===== config.mk =====
export PLATFORM = sky130hd
export DESIGN_NAME = rs232_byte_bank
export DESIGN_NICKNAME = d
export VERILOG_FILES = /design/src/rtl/rs232_byte_bank.sv
export SDC_FILE = /design/constraint.sdc
export NUM_CORES = 1
export LEC_CHECK = 0
export CORE_UTILIZATION = 30
export DETAILED_ROUTE_END_ITERATION = 16
export HOLD_SLACK_MARGIN = 0.06
export SLEW_MARGIN = 20
export SYNTH_ARGS = -nofsm -noshare
export SYNTH_HDL_FRONTEND = slang
export SYNTH_SLANG_ARGS = --single-unit

===== constraint.sdc =====
create_clock -name clk -period 3.8 [get_ports clk]
set_clock_uncertainty 0.1 [all_clocks]
set_input_delay 0.38 -clock clk [delete_from_list [all_inputs] [get_ports clk]]
set_output_delay 0.38 -clock clk [all_outputs]
set_load 0.05 [all_outputs]

===== src/rtl/rs232_byte_bank.sv =====
`default_nettype none
// ============================================================================
// Module      : rs232_byte_bank
// Description : RS-232 style receiver (8N1, MSB first) that stores eight
//               consecutive bytes in a 64-bit bank, presents one selected
//               slot on port_b_out and echoes each accepted byte on TX.
// Revision    : 1.0 - initial release
// ============================================================================
module rs232_byte_bank #(
  parameter int CLKS_PER_BIT = 44,
  parameter int NUM_BYTES    = 8
) (
  input  logic       clk,
  input  logic       rst,
  input  logic       RX,
  input  logic       sw2,
  input  logic       sw1,
  input  logic       sw0,
  output logic       TX,
  output logic [7:0] port_b_out
);

  localparam int c_BAUD_W = $clog2(CLKS_PER_BIT);
  localparam int c_PTR_W  = $clog2(NUM_BYTES);
  localparam logic [c_BAUD_W-1:0] c_HALF_END = c_BAUD_W'(CLKS_PER_BIT / 2 - 1);
  localparam logic [c_BAUD_W-1:0] c_BIT_END  = c_BAUD_W'(CLKS_PER_BIT - 1);

  typedef enum logic [2:0] {
    RX_IDLE      = 3'd0,
    RX_START     = 3'd1,
    RX_DATA      = 3'd2,
    RX_STOP      = 3'd3,
    RX_WAIT_IDLE = 3'd4
  } rx_state_t;

  typedef enum logic [1:0] {
    TX_IDLE  = 2'd0,
    TX_START = 2'd1,
    TX_DATA  = 2'd2,
    TX_STOP  = 2'd3
  } tx_state_t;

  logic                     r_rx_meta;
  logic                     r_rx_sync;
  rx_state_t                r_rx_state;
  logic [c_BAUD_W-1:0]      r_rx_baud;
  logic [2:0]               r_rx_bit;
  logic [7:0]               r_rx_shift;
  logic [7:0]               r_rx_byte;
  logic                     r_rx_done;
  logic [c_PTR_W-1:0]       r_ptr;
  logic [NUM_BYTES*8-1:0]   r_bank;

  tx_state_t                r_tx_state;
  logic [c_BAUD_W-1:0]      r_tx_baud;
  logic [2:0]               r_tx_bit;
  logic [7:0]               r_tx_shift;
  logic                     r_tx;

  logic [2:0]               w_sel;

  // Two-flop synchronizer; resets to the idle-high line level.
  always_ff @(posedge clk) begin
    if (!rst) begin
      r_rx_meta <= 1'b1;
      r_rx_sync <= 1'b1;
    end else begin
      r_rx_meta <= RX;
      r_rx_sync <= r_rx_meta;
    end
  end

  // Receive FSM: mid-bit sampling, byte bank write and rx_done pulse.
  always_ff @(posedge clk) begin
    if (!rst) begin
      r_rx_state <= RX_IDLE;
      r_rx_baud  <= '0;
      r_rx_bit   <= '0;
      r_rx_shift <= '0;
      r_rx_byte  <= '0;
      r_rx_done  <= 1'b0;
      r_ptr      <= '0;
      r_bank     <= '0;
    end else begin
      r_rx_done <= 1'b0;
      case (r_rx_state)
        RX_IDLE: begin
          if (!r_rx_sync) begin
            r_rx_state <= RX_START;
            r_rx_baud  <= '0;
            r_rx_bit   <= '0;
          end
        end
        RX_START: begin
          if (r_rx_baud == c_HALF_END) begin
            r_rx_baud  <= '0;
            // A line that is high again at mid start bit was only a glitch.
            r_rx_state <= r_rx_sync ? RX_IDLE : RX_DATA;
          end else begin
            r_rx_baud <= r_rx_baud + 1'b1;
          end
        end
        RX_DATA: begin
          if (r_rx_baud == c_BIT_END) begin
            r_rx_baud  <= '0;
            r_rx_shift <= {r_rx_shift[6:0], r_rx_sync};
            if (r_rx_bit == 3'd7) begin
              r_rx_state <= RX_STOP;
            end else begin
              r_rx_bit <= r_rx_bit + 1'b1;
            end
          end else begin
            r_rx_baud <= r_rx_baud + 1'b1;
          end
        end
        RX_STOP: begin
          if (r_rx_baud == c_BIT_END) begin
            r_rx_baud <= '0;
            if (r_rx_sync) begin
              r_bank[{r_ptr, 3'b000} +: 8] <= r_rx_shift;
              r_ptr      <= r_ptr + c_PTR_W'(1);
              r_rx_byte  <= r_rx_shift;
              r_rx_done  <= 1'b1;
              r_rx_state <= RX_IDLE;
            end else begin
              // Framing error: drop the byte and wait for the line to idle.
              r_rx_state <= RX_WAIT_IDLE;
            end
          end else begin
            r_rx_baud <= r_rx_baud + 1'b1;
          end
        end
        RX_WAIT_IDLE: begin
          if (r_rx_sync) begin
            r_rx_state <= RX_IDLE;
          end
        end
        default: r_rx_state <= RX_IDLE;
      endcase
    end
  end

  // Transmit FSM: echoes an accepted byte when idle, otherwise drops it.
  always_ff @(posedge clk) begin
    if (!rst) begin
      r_tx_state <= TX_IDLE;
      r_tx_baud  <= '0;
      r_tx_bit   <= '0;
      r_tx_shift <= '0;
      r_tx       <= 1'b1;
    end else begin
      case (r_tx_state)
        TX_IDLE: begin
          r_tx <= 1'b1;
          if (r_rx_done) begin
            r_tx_shift <= r_rx_byte;
            r_tx_baud  <= '0;
            r_tx_bit   <= '0;
            r_tx       <= 1'b0;
            r_tx_state <= TX_START;
          end
        end
        TX_START: begin
          if (r_tx_baud == c_BIT_END) begin
            r_tx_baud  <= '0;
            r_tx       <= r_tx_shift[7];
            r_tx_state <= TX_DATA;
          end else begin
            r_tx_baud <= r_tx_baud + 1'b1;
          end
        end
        TX_DATA: begin
          if (r_tx_baud == c_BIT_END) begin
            r_tx_baud <= '0;
            if (r_tx_bit == 3'd7) begin
              r_tx       <= 1'b1;
              r_tx_state <= TX_STOP;
            end else begin
              r_tx       <= r_tx_shift[6];
              r_tx_shift <= {r_tx_shift[6:0], 1'b0};
              r_tx_bit   <= r_tx_bit + 1'b1;
            end
          end else begin
            r_tx_baud <= r_tx_baud + 1'b1;
          end
        end
        TX_STOP: begin
          if (r_tx_baud == c_BIT_END) begin
            r_tx_baud  <= '0;
            r_tx_state <= TX_IDLE;
          end else begin
            r_tx_baud <= r_tx_baud + 1'b1;
          end
        end
        default: r_tx_state <= TX_IDLE;
      endcase
    end
  end

  // Selector mux over the registered bank.
  assign w_sel      = {sw2, sw1, sw0};
  assign port_b_out = r_bank[{w_sel, 3'b000} +: 8];
  assign TX         = r_tx;

endmodule
`default_nettype wire


==> flow_metrics.env, run 1 <==
export IMPL_fin_crit_sh_pct=73.5
export IMPL_tightest_slew_ps=981
export IMPL_synthCells=583
export IMPL_crit_type="flop to flop"
export IMPL_antenna_found_initial=0
export IMPL_synthToLayoutAreaGrowth_pct=15.2
export IMPL_path_clk_slew_ps=60
export IMPL_ys_top_cells_by_area="dfxtp_1 42%, mux2i_1 13%, mux4_2 6.8%"
export IMPL_wirelength_um=12500
export IMPL_via_per_inst=5.07
export IMPL_syn_area_per_cell_um2=9.67
export IMPL_setup_tns_ps=0
export IMPL_synthMuxAreaShare_pct=21.2
export IMPL_cts_root_buf="clkbuf_16"
export IMPL_cts_tree="done"
export IMPL_place_hpwl_um=8470
export IMPL_vias=4162
export IMPL_synth_top_cell_area_share_pct=41.9
export IMPL_yosys_area_top_type="dfxtp_1"
export IMPL_die_y_um=139
export IMPL_synthAdderAreaFrac_pct=3.55
export IMPL_period_needed_ps=2790
export IMPL_clk_latency_ps=430
export IMPL_initialDrtViolationCount=196
export IMPL_syn_num_nets=605
export IMPL_p_int_w=0.00240
export IMPL_start_util_pct=31.0
export IMPL_ios=15
export IMPL_power_w=0.00316
export IMPL_die_w_um=139
export IMPL_cts_sinks=118
export IMPL_async_flop_share_pct=0
export IMPL_grt_usage_pct=13.8
export IMPL_clock_power_share_pct=52.5
export IMPL_final_fill_count=1733
export IMPL_core_area_um2=18200
export IMPL_min_path_type="flop to flop"
export IMPL_synthXorXnorAreaFrac_pct=1.55
export IMPL_crit_fanout=9
export IMPL_num_rows=49
export IMPL_synth_compound_area_share_pct=6.55
export IMPL_clk_path_buf_depth=2
export IMPL_switchingPower_w=0.000765
export IMPL_portBuffers=14
export IMPL_cts_buffers=17
export IMPL_post_synth_top_count_cell="dfxtp_1"
export IMPL_p_sw_share_pct=24.2
export IMPL_p_leak_nw=2.44
export IMPL_drv_slew=0
export IMPL_rsz0062_at_grt="no"
export IMPL_synthSimpleGateAreaFrac_pct=20.6
export IMPL_p_seq_share_pct=40.4
export IMPL_maxCapViolCount=0
export IMPL_synth_top_family_by_area="multiplexers"
export IMPL_ys_seq_elements=118
export IMPL_yosysWarningCount=0
export IMPL_drive_gt1_share_pct=14.2
export IMPL_synth_flop_cell="dfxtp_1"
export IMPL_drtPass1Iterations=4
export IMPL_crit_arrival_ps=3030
export IMPL_final_antenna_net_count=0
export IMPL_grt_overflow=0
export IMPL_cts_setup_buffers=0
export IMPL_seq_area_frac_synth_pct=41.9
export IMPL_cts_hold_buf=0
export IMPL_p_per_area_nw_per_um2=487
export IMPL_critPathLaunchType="flop"
export IMPL_cts_max_level=4
export IMPL_layout_nets=601
export IMPL_syn_area_um2=5640
export IMPL_fp_dieArea_um2=19300
export IMPL_wl_per_cell_um=15.2
export IMPL_grt_pass1_wl_um=20900
export IMPL_cp_required_ps=4030
export IMPL_grt_pass1_vias=4105
export IMPL_synth_edf_count=0
export IMPL_cts_repair_resized=0
export IMPL_yosys_cell_types_count=58
export IMPL_place_congestion=0.803
export IMPL_grt_max_degree=72
export IMPL_p_comb_share_pct=7.1
export IMPL_antenna_cells=0
export IMPL_finalHoldViolations=0
export IMPL_max_slew_margin_pct=34.4
export IMPL_worstSetupEndpointType="flop"
export IMPL_drc=0
export IMPL_setup_viol=0
export IMPL_outcome="finished clean"
export IMPL_netlist_top_cells_count="118 x dfxtp_1, 90 x nand2_1, 71 x mux2i_1"
export IMPL_fmax_ghz=0.358
export IMPL_ir_drop_mv=0.321
[metrics by stage]
stage                     cells  cell area (um^2)  util (%)  setup WS (ps)  hold WS, ps
after floorplan             583              5640         -           1470          286
after global placement      789              5870      32.2           1180          332
after detailed placement    789              5870      32.2           1040          311
after CTS                   821              6480      35.6           1010          331
after global routing        821              6500      35.7            834          344
final                       821              6500      35.7           1010          321
[kinds of logic after synthesis]
kind of cell | after synthesis
AND/OR/NAND/NOR | 232
flip-flops | 118
multiplexers | 97
AO/OA/AOI/OAI | 55
buffers and inverters | 55
adder cells (fa/ha/maj) | 16
XOR/XNOR | 10
[routing by layer]
layer	share of wire (%)	wire, um	GRT usage, %	up-vias
li1	-	-	-	2065
met1	47	5810	17.0	2034
met2	49	6160	22.9	53
met3	2.7	335	3.63	10
met4	1.3	156	5.26	0
met5	0	0	0	-
[path summary, 6_finish.rpt]
kind | start | slack [ps] | cells after the start | endpoint
setup / recovery | r_ptr[0] | 1010 | 6 | r_bank[12]
hold / removal | r_rx_meta | 320 | 1 | r_rx_sync
setup reg to reg | r_ptr[0] | 1010 | 6 | r_bank[12]
hold reg to reg | r_rx_meta | 320 | 1 | r_rx_sync
[power groups by stage]
stage | clock (W) | sequential [W] | combinational, W
final | 0.00166 | 0.00128 | 0.000224
after global routing | 0.00175 | 0.00128 | 0.000252
after global placement | 0 | 0.00130 | 0.000219
after floorplan | 0 | 0.00132 | 0.000164
after detailed placement | 0 | 0.00130 | 0.000226
after CTS | 0.00168 | 0.00128 | 0.000226
[worst max-delay path: stages (launching register included)]
cell and delay, ps:
dfxtp_1 460, inv_1 120, ha_1 230, ha_1 440, and3_1 270, nor2b_1 800
mux2i_1 280
[registers in the layout, summed over array words and instances, names as in the netlist, 6 cells and up]
| signal | flops |
|---|---|
| r_rx_byte | 8 |
| r_rx_baud | 6 |
| r_bank | 64 |
| r_tx_baud | 6 |
| r_tx_shift | 8 |
| r_rx_shift | 8 |
[layout by cell type, fill, tap and decap left out, types with 6 or more instances in the layout]
| cell | count |
|---|---|
| buf_4 | 15 |
| nand2_1 | 90 |
| mux4_2 | 17 |
| dfxtp_1 | 118 |
| o21ai_0 | 16 |
| mux2i_1 | 71 |
| nor3b_1 | 12 |
| ha_1 | 16 |
| clkbuf_16 | 17 |
| nand4_1 | 9 |
| mux2_2 | 9 |
| xnor2_1 | 6 |
| inv_1 | 12 |
| a21oi_1 | 9 |
| nor2_1 | 32 |
| nand3_1 | 43 |
[layout make-up]
cell class              instances  area [um^2]  area share [%]
well taps                     229          287            4.41
inverters                      12         45.0           0.693
multi-input cells             410         3030            46.6
repair buffers                 20          163            2.50
clock inverters                14          174            2.68
clock buffers                  18          439            6.76
flip-flops and latches        118         2360            36.4
No activity file was read; power rests on OpenSTA's default activity.
==> run 2: changes to the inputs <==
==> constraint.sdc (replaced) <==
create_clock -name clk -period 2.3 [get_ports clk]
set_clock_uncertainty 0.1 [all_clocks]
set_input_delay 0.23 -clock clk [delete_from_list [all_inputs] [get_ports clk]]
set_output_delay 0.23 -clock clk [all_outputs]
set_load 0.05 [all_outputs]
==> run 2 against run 1 <==
Against the previous run: critical endpoint is now r_bank[11]; critical path depth rose by 1; clock-buffer cell count is 1 lower; largest power group unchanged; utilization increased by 1.3 points; sequential power increased by 65%; register-to-register slack worse by 850 ps; first-iteration DRC count increased by 8.7%; flip-flop and latch count stayed put; combinational power rose by 77%.
==> flow_metrics.env, run 2 (synthesis gave the netlist of run 1 again) <==
export IMPL_clk_latency_ps=410
export IMPL_grt_overflow=0
export IMPL_worstHoldStart="rst"
export IMPL_cts_root_buf="clkbuf_16"
export IMPL_critPathLaunchType="flop"
export IMPL_fp_dieArea_um2=19300
export IMPL_crit_fanout=9
export IMPL_rsz0062_at_grt="no"
export IMPL_multi_input_area_um2=3030
export IMPL_cts_hold_buf=0
export IMPL_cts_tree="done"
export IMPL_r2r_start="r_ptr[1]"
export IMPL_fin_crit_sh_pct=93.3
export IMPL_wirelength_um=12800
export IMPL_grt_usage_pct=13.8
export IMPL_hold_path_depth=2
export IMPL_cts_sinks=118
export IMPL_outcome="finished clean"
export IMPL_tightest_slew_ps=698
export IMPL_antenna_cells=0
export IMPL_cp_num_buf_inv=2
export IMPL_layout_nets=623
export IMPL_start_util_pct=31.0
export IMPL_crit_family="adder cells"
export IMPL_path_clk_slew_ps=60
export IMPL_crit_chain="inv_1, ha_1, ha_2, and3_2, nor2b_1, buf_4, mux2i_1"
export IMPL_setup_viol=0
export IMPL_ir_drop_mv=0.380
export IMPL_max_slew_margin_pct=53.4
export IMPL_setup_tns_ps=0
export IMPL_layout_commonest_cell="dfxtp_1"
export IMPL_critPathMaxStageDelay_ps=420
export IMPL_maxCapViolCount=0
export IMPL_largest_reg_flops=64
export IMPL_antenna_found_initial=0
export IMPL_grt_pass1_wl_um=21400
export IMPL_wl_per_cell_um=15.1
export IMPL_ios=15
export IMPL_cts_repair_resized=0
export IMPL_period_needed_ps=2150
export IMPL_cts_buffers=17
export IMPL_portBuffers=14
export IMPL_min_to="r_rx_meta"
export IMPL_cp_required_ps=2540
export IMPL_initialDrtViolationCount=213
export IMPL_cts_setup_buffers=0
export IMPL_num_rows=49
export IMPL_via_per_inst=5.08
export IMPL_synthToLayoutAreaGrowth_pct=19.3
export IMPL_final_fill_count=1736
export IMPL_fmax_ghz=0.466
export IMPL_drive_gt1_share_pct=17.4
export IMPL_worstSetupEndpointType="flop"
export IMPL_grt_pass1_vias=4312
export IMPL_regToRegEndpoint="r_bank[11]"
export IMPL_vias=4283
export IMPL_seq_area_um2=2360
export IMPL_drtPass1Iterations=5
export IMPL_final_antenna_net_count=0
export IMPL_drc=0
export IMPL_finalHoldViolations=0
export IMPL_die_w_um=139
export IMPL_p_leak_nw=2.60
export IMPL_postLayoutCoreUtil_pct=36.9
export IMPL_core_area_um2=18200
export IMPL_grt_max_degree=74
export IMPL_crit_arrival_ps=2390
export IMPL_regMostFlops="r_bank"
export IMPL_p_per_area_nw_per_um2=784
export IMPL_cts_max_level=4
export IMPL_final_cell_mix="118 x dfxtp_1, 90 x nand2_1, 71 x mux2i_1"
export IMPL_rr_worst_depth=7
export IMPL_drv_slew=0
export IMPL_die_y_um=139
export IMPL_place_congestion=0.833
export IMPL_clk_path_buf_depth=2
export IMPL_slowest_stage="ha_2"
export IMPL_crit_type="flop to flop"
export IMPL_place_hpwl_um=8520
export IMPL_r2r_slack_ps=150
export IMPL_min_path_type="primary input to flop"
[run 2: cell types whose count changed in the layout (fill, tap and decap cells not counted), moves of 2 or more]
| cell | change |
|---|---|
| clkinvlp_4 | -3 |
| inv_6 | +2 |
| buf_4 | +18 |
| clkinv_4 | +2 |
| buf_12 | +3 |
| nor3_2 | -2 |
[run 2: worst register-to-register path, cell delays in order (launching register included)]
cell and delay [ps]:
dfxtp_1 400, inv_1 60, ha_1 200, ha_2 420
and3_2 260, nor2b_1 140, buf_4 250, mux2i_1 230
[run 2: worst max path at each step]
stage / startpoint / to / slack (ps) / cells past startpoint
5_1_grt: r_ptr[1] / r_bank[63] / 10 / 7
4_1_cts: sw0 / port_b_out[7] / 10 / 5
3_5_place_dp: sw0 / port_b_out[6] / 20 / 5
2_1_floorplan: r_ptr[0] / r_bank[24] / 50 / 8
3_3_place_gp: sw0 / port_b_out[5] / 40 / 5
6_report: r_ptr[1] / r_bank[11] / 150 / 7
[run 2: through the flow]
stage	instance area, um^2	setup WS (ps)	instances	power, W	hold slack (ps)
after detailed placement	6080	24.9	810	0.00255	348
final	6730	153	843	0.00527	140
after CTS	6700	14.1	842	0.00531	132
after global placement	6080	43.7	810	0.00253	326
after global routing	6730	12.8	843	0.00547	164
after floorplan	5650	46.9	583	0.00245	231
[run 2: cell type report]
cell class	instances	area share, %
sequential	118	35.1
inverter	12	0.670
timing repair buffer	42	5.73
multi-input combinational	410	45.0
tap	229	4.26
clock inverter	15	2.86
clock buffer	17	6.32
[run 2: power breakdown]
part / internal, W / total (W) / switching [W]
clock: 0.00173 / 0.00277 / 0.00103
combinational: 0.000158 / 0.000397 / 0.000238
sequential: 0.00208 / 0.00211 / 0.0000305
[run 2: metal layers]
| layer | wire length [um] | track usage, % |
|---|---|---|
| met5 | 0 | 0 |
| met4 | 262 | 6.08 |
| met3 | 326 | 2.66 |
| met1 | 5880 | 17.2 |
| met2 | 6290 | 23.3 |
==> run 3: changes to the inputs <==
--- a/config.mk
+++ b/config.mk
@@ -8,7 +8,9 @@
 export CORE_UTILIZATION = 30
 export DETAILED_ROUTE_END_ITERATION = 16
 export HOLD_SLACK_MARGIN = 0.06
+export SKIP_LAST_GASP = 1
 export SLEW_MARGIN = 20
 export SYNTH_ARGS = -nofsm -noshare
 export SYNTH_HDL_FRONTEND = slang
 export SYNTH_SLANG_ARGS = --single-unit
+export TNS_END_PERCENT = 10
==> run 3 against run 2 <==
Against the previous run: final cell count unchanged; utilization fell by 0.29 points; maximum frequency grew 2.6%; register-to-register slack gained 50 ps; flip-flop and latch count unchanged; critical path depth is the same; sequential power barely moved; via count grew 0.51%; setup slack better by 54 ps; largest cell class unchanged; highest routed layer unchanged.
==> flow_metrics.env, run 3 (synthesis gave the netlist of run 1 again) <==
export IMPL_grt_usage_pct=13.7
export IMPL_cts_repair_resized=0
export IMPL_final_cell_mix="118 x dfxtp_1, 90 x nand2_1, 71 x mux2i_1"
export IMPL_vias=4305
export IMPL_die_y_um=139
export IMPL_cts_sinks=118
export IMPL_layout_commonest_cell="dfxtp_1"
export IMPL_cp_required_ps=2540
export IMPL_ios=15
export IMPL_synthToLayoutAreaGrowth_pct=18.4
export IMPL_hold_path_depth=3
export IMPL_drc=0
export IMPL_path_common_cell="ha_1"
export IMPL_multi_input_area_um2=3020
export IMPL_final_fill_count=1741
export IMPL_p_per_area_nw_per_um2=768
export IMPL_core_area_um2=18200
export IMPL_antenna_found_initial=0
export IMPL_r2r_start="r_ptr[1]"
export IMPL_crit_arrival_ps=2330
export IMPL_critPathMaxStageDelay_ps=400
export IMPL_wl_met3_um=331
export IMPL_highest_layer="met4"
export IMPL_portBuffers=14
export IMPL_r2r_slack_ps=210
export IMPL_largest_reg_flops=64
export IMPL_antenna_cells=0
export IMPL_regToRegEndpoint="r_bank[8]"
export IMPL_fin_crit_sh_pct=91.0
export IMPL_clk_path_buf_depth=2
export IMPL_drtPass1Iterations=7
export IMPL_p_int_w=0.00386
export IMPL_clock_power_share_pct=51.1
export IMPL_slowest_stage="dfxtp_1"
export IMPL_setup_viol=0
export IMPL_start_util_pct=31.0
export IMPL_wl_per_cell_um=15.1
export IMPL_fmax_ghz=0.478
export IMPL_place_hpwl_um=8680
export IMPL_wl_met2_um=6110
export IMPL_grt_pass1_vias=4155
export IMPL_num_rows=49
export IMPL_final_setup_worst_slack_ps=206
export IMPL_min_path_type="primary input to flop"
export IMPL_rsz0062_at_grt="no"
export IMPL_power_w=0.00512
export IMPL_rr_worst_depth=7
export IMPL_p_seq_share_pct=41.1
export IMPL_cts_tree="done"
export IMPL_outcome="finished clean"
export IMPL_layout_nets=623
export IMPL_die_w_um=139
export IMPL_p_comb_share_pct=7.8
export IMPL_grt_max_degree=43
export IMPL_grt_overflow=0
export IMPL_drt_met1_wl_um=5990
export IMPL_drv_slew=0
export IMPL_finalHoldViolations=0
export IMPL_post_place_ws_ps=23.6
export IMPL_regMostFlops="r_bank"
export IMPL_final_antenna_net_count=0
export IMPL_p_leak_nw=2.56
export IMPL_seq_area_um2=2360
export IMPL_tightest_slew_ps=647
export IMPL_critPathLaunchType="flop"
export IMPL_drive_gt1_share_pct=17.1
export IMPL_crit_fanout=8
export IMPL_timing_hold_ws_ps=107
export IMPL_min_to="r_tx_shift[0]"
export IMPL_crit_type="flop to flop"
export IMPL_wirelength_um=12700
export IMPL_postLayoutCoreUtil_pct=36.7
export IMPL_switchingPower_w=0.00126
export IMPL_worstSetupEndpointType="flop"
export IMPL_cts_setup_buffers=0
export IMPL_fp_dieArea_um2=19300
export IMPL_path_clk_slew_ps=60
export IMPL_p_sw_share_pct=24.6
export IMPL_place_congestion=0.820
export IMPL_cts_max_level=4
export IMPL_cts_hold_buf=0
export IMPL_period_needed_ps=2090
export IMPL_cts_buffers=17
export IMPL_grt_pass1_wl_um=20900
export IMPL_initialDrtViolationCount=231
export IMPL_clk_latency_ps=420
export IMPL_max_slew_margin_pct=56.8
export IMPL_ir_drop_mv=0.336
export IMPL_cts_root_buf="clkbuf_16"
export IMPL_crit_chain="inv_1, ha_1, ha_1, and3_1, nor2b_1, buf_4, mux2i_1"
export IMPL_maxCapViolCount=0
export IMPL_via_per_inst=5.11
export IMPL_worstHoldStart="rst"
run 3: worst max-delay path by stage:
stage	startpoint	to	slack, ps	cells after the start
2_1_floorplan	r_ptr[0]	r_bank[56]	-20	8
3_3_place_gp	sw0	port_b_out[2]	50	5
3_5_place_dp	sw0	port_b_out[7]	20	5
4_1_cts	sw0	port_b_out[7]	20	5
5_1_grt	r_ptr[1]	r_bank[8]	60	7
6_report	r_ptr[1]	r_bank[8]	210	7
run 3: power by group through the flow:
stage | Clock (W) | Combinational, W | Sequential (W)
3_3_place_gp | 0 | 0.000381 | 0.00215
3_5_place_dp | 0 | 0.000393 | 0.00215
4_1_cts | 0.00266 | 0.000395 | 0.00211
2_1_floorplan | 0 | 0.000271 | 0.00218
6_report | 0.00262 | 0.000398 | 0.00211
5_1_grt | 0.00276 | 0.000437 | 0.00211
run 3: area by class of cell:
cell class	count	area share, %
inverter	12	0.675
timing repair buffer	42	5.59
sequential	118	35.4
tap	229	4.29
clock buffer	18	6.58
multi-input combinational	410	45.2
clock inverter	14	2.23
run 3: metrics by stage:
stage / TNS, ps / cell area, um^2 / cells
floorplan: -113 / 5640 / 583
global placement: 0 / 6060 / 810
detailed placement: 0 / 6060 / 810
CTS: 0 / 6650 / 842
global route: 0 / 6670 / 843
finish: 0 / 6670 / 843
run 3: layer usage:
layer / up-vias / GRT usage (%)
met5: - / 0
met4: 0 / 6.43
met3: 20 / 3.28
met2: 71 / 22.8
met1: 2102 / 16.7
li1: 2112 / -
run 3: worst max-delay path, delay by kind of cell, from the launching register on:
family	cells	cell delay, ps
buffers and inverters	2	300
flip-flops	1	400
AND/OR/NAND/NOR	2	450
adder cells (fa/ha/maj)	2	550
multiplexers	1	210
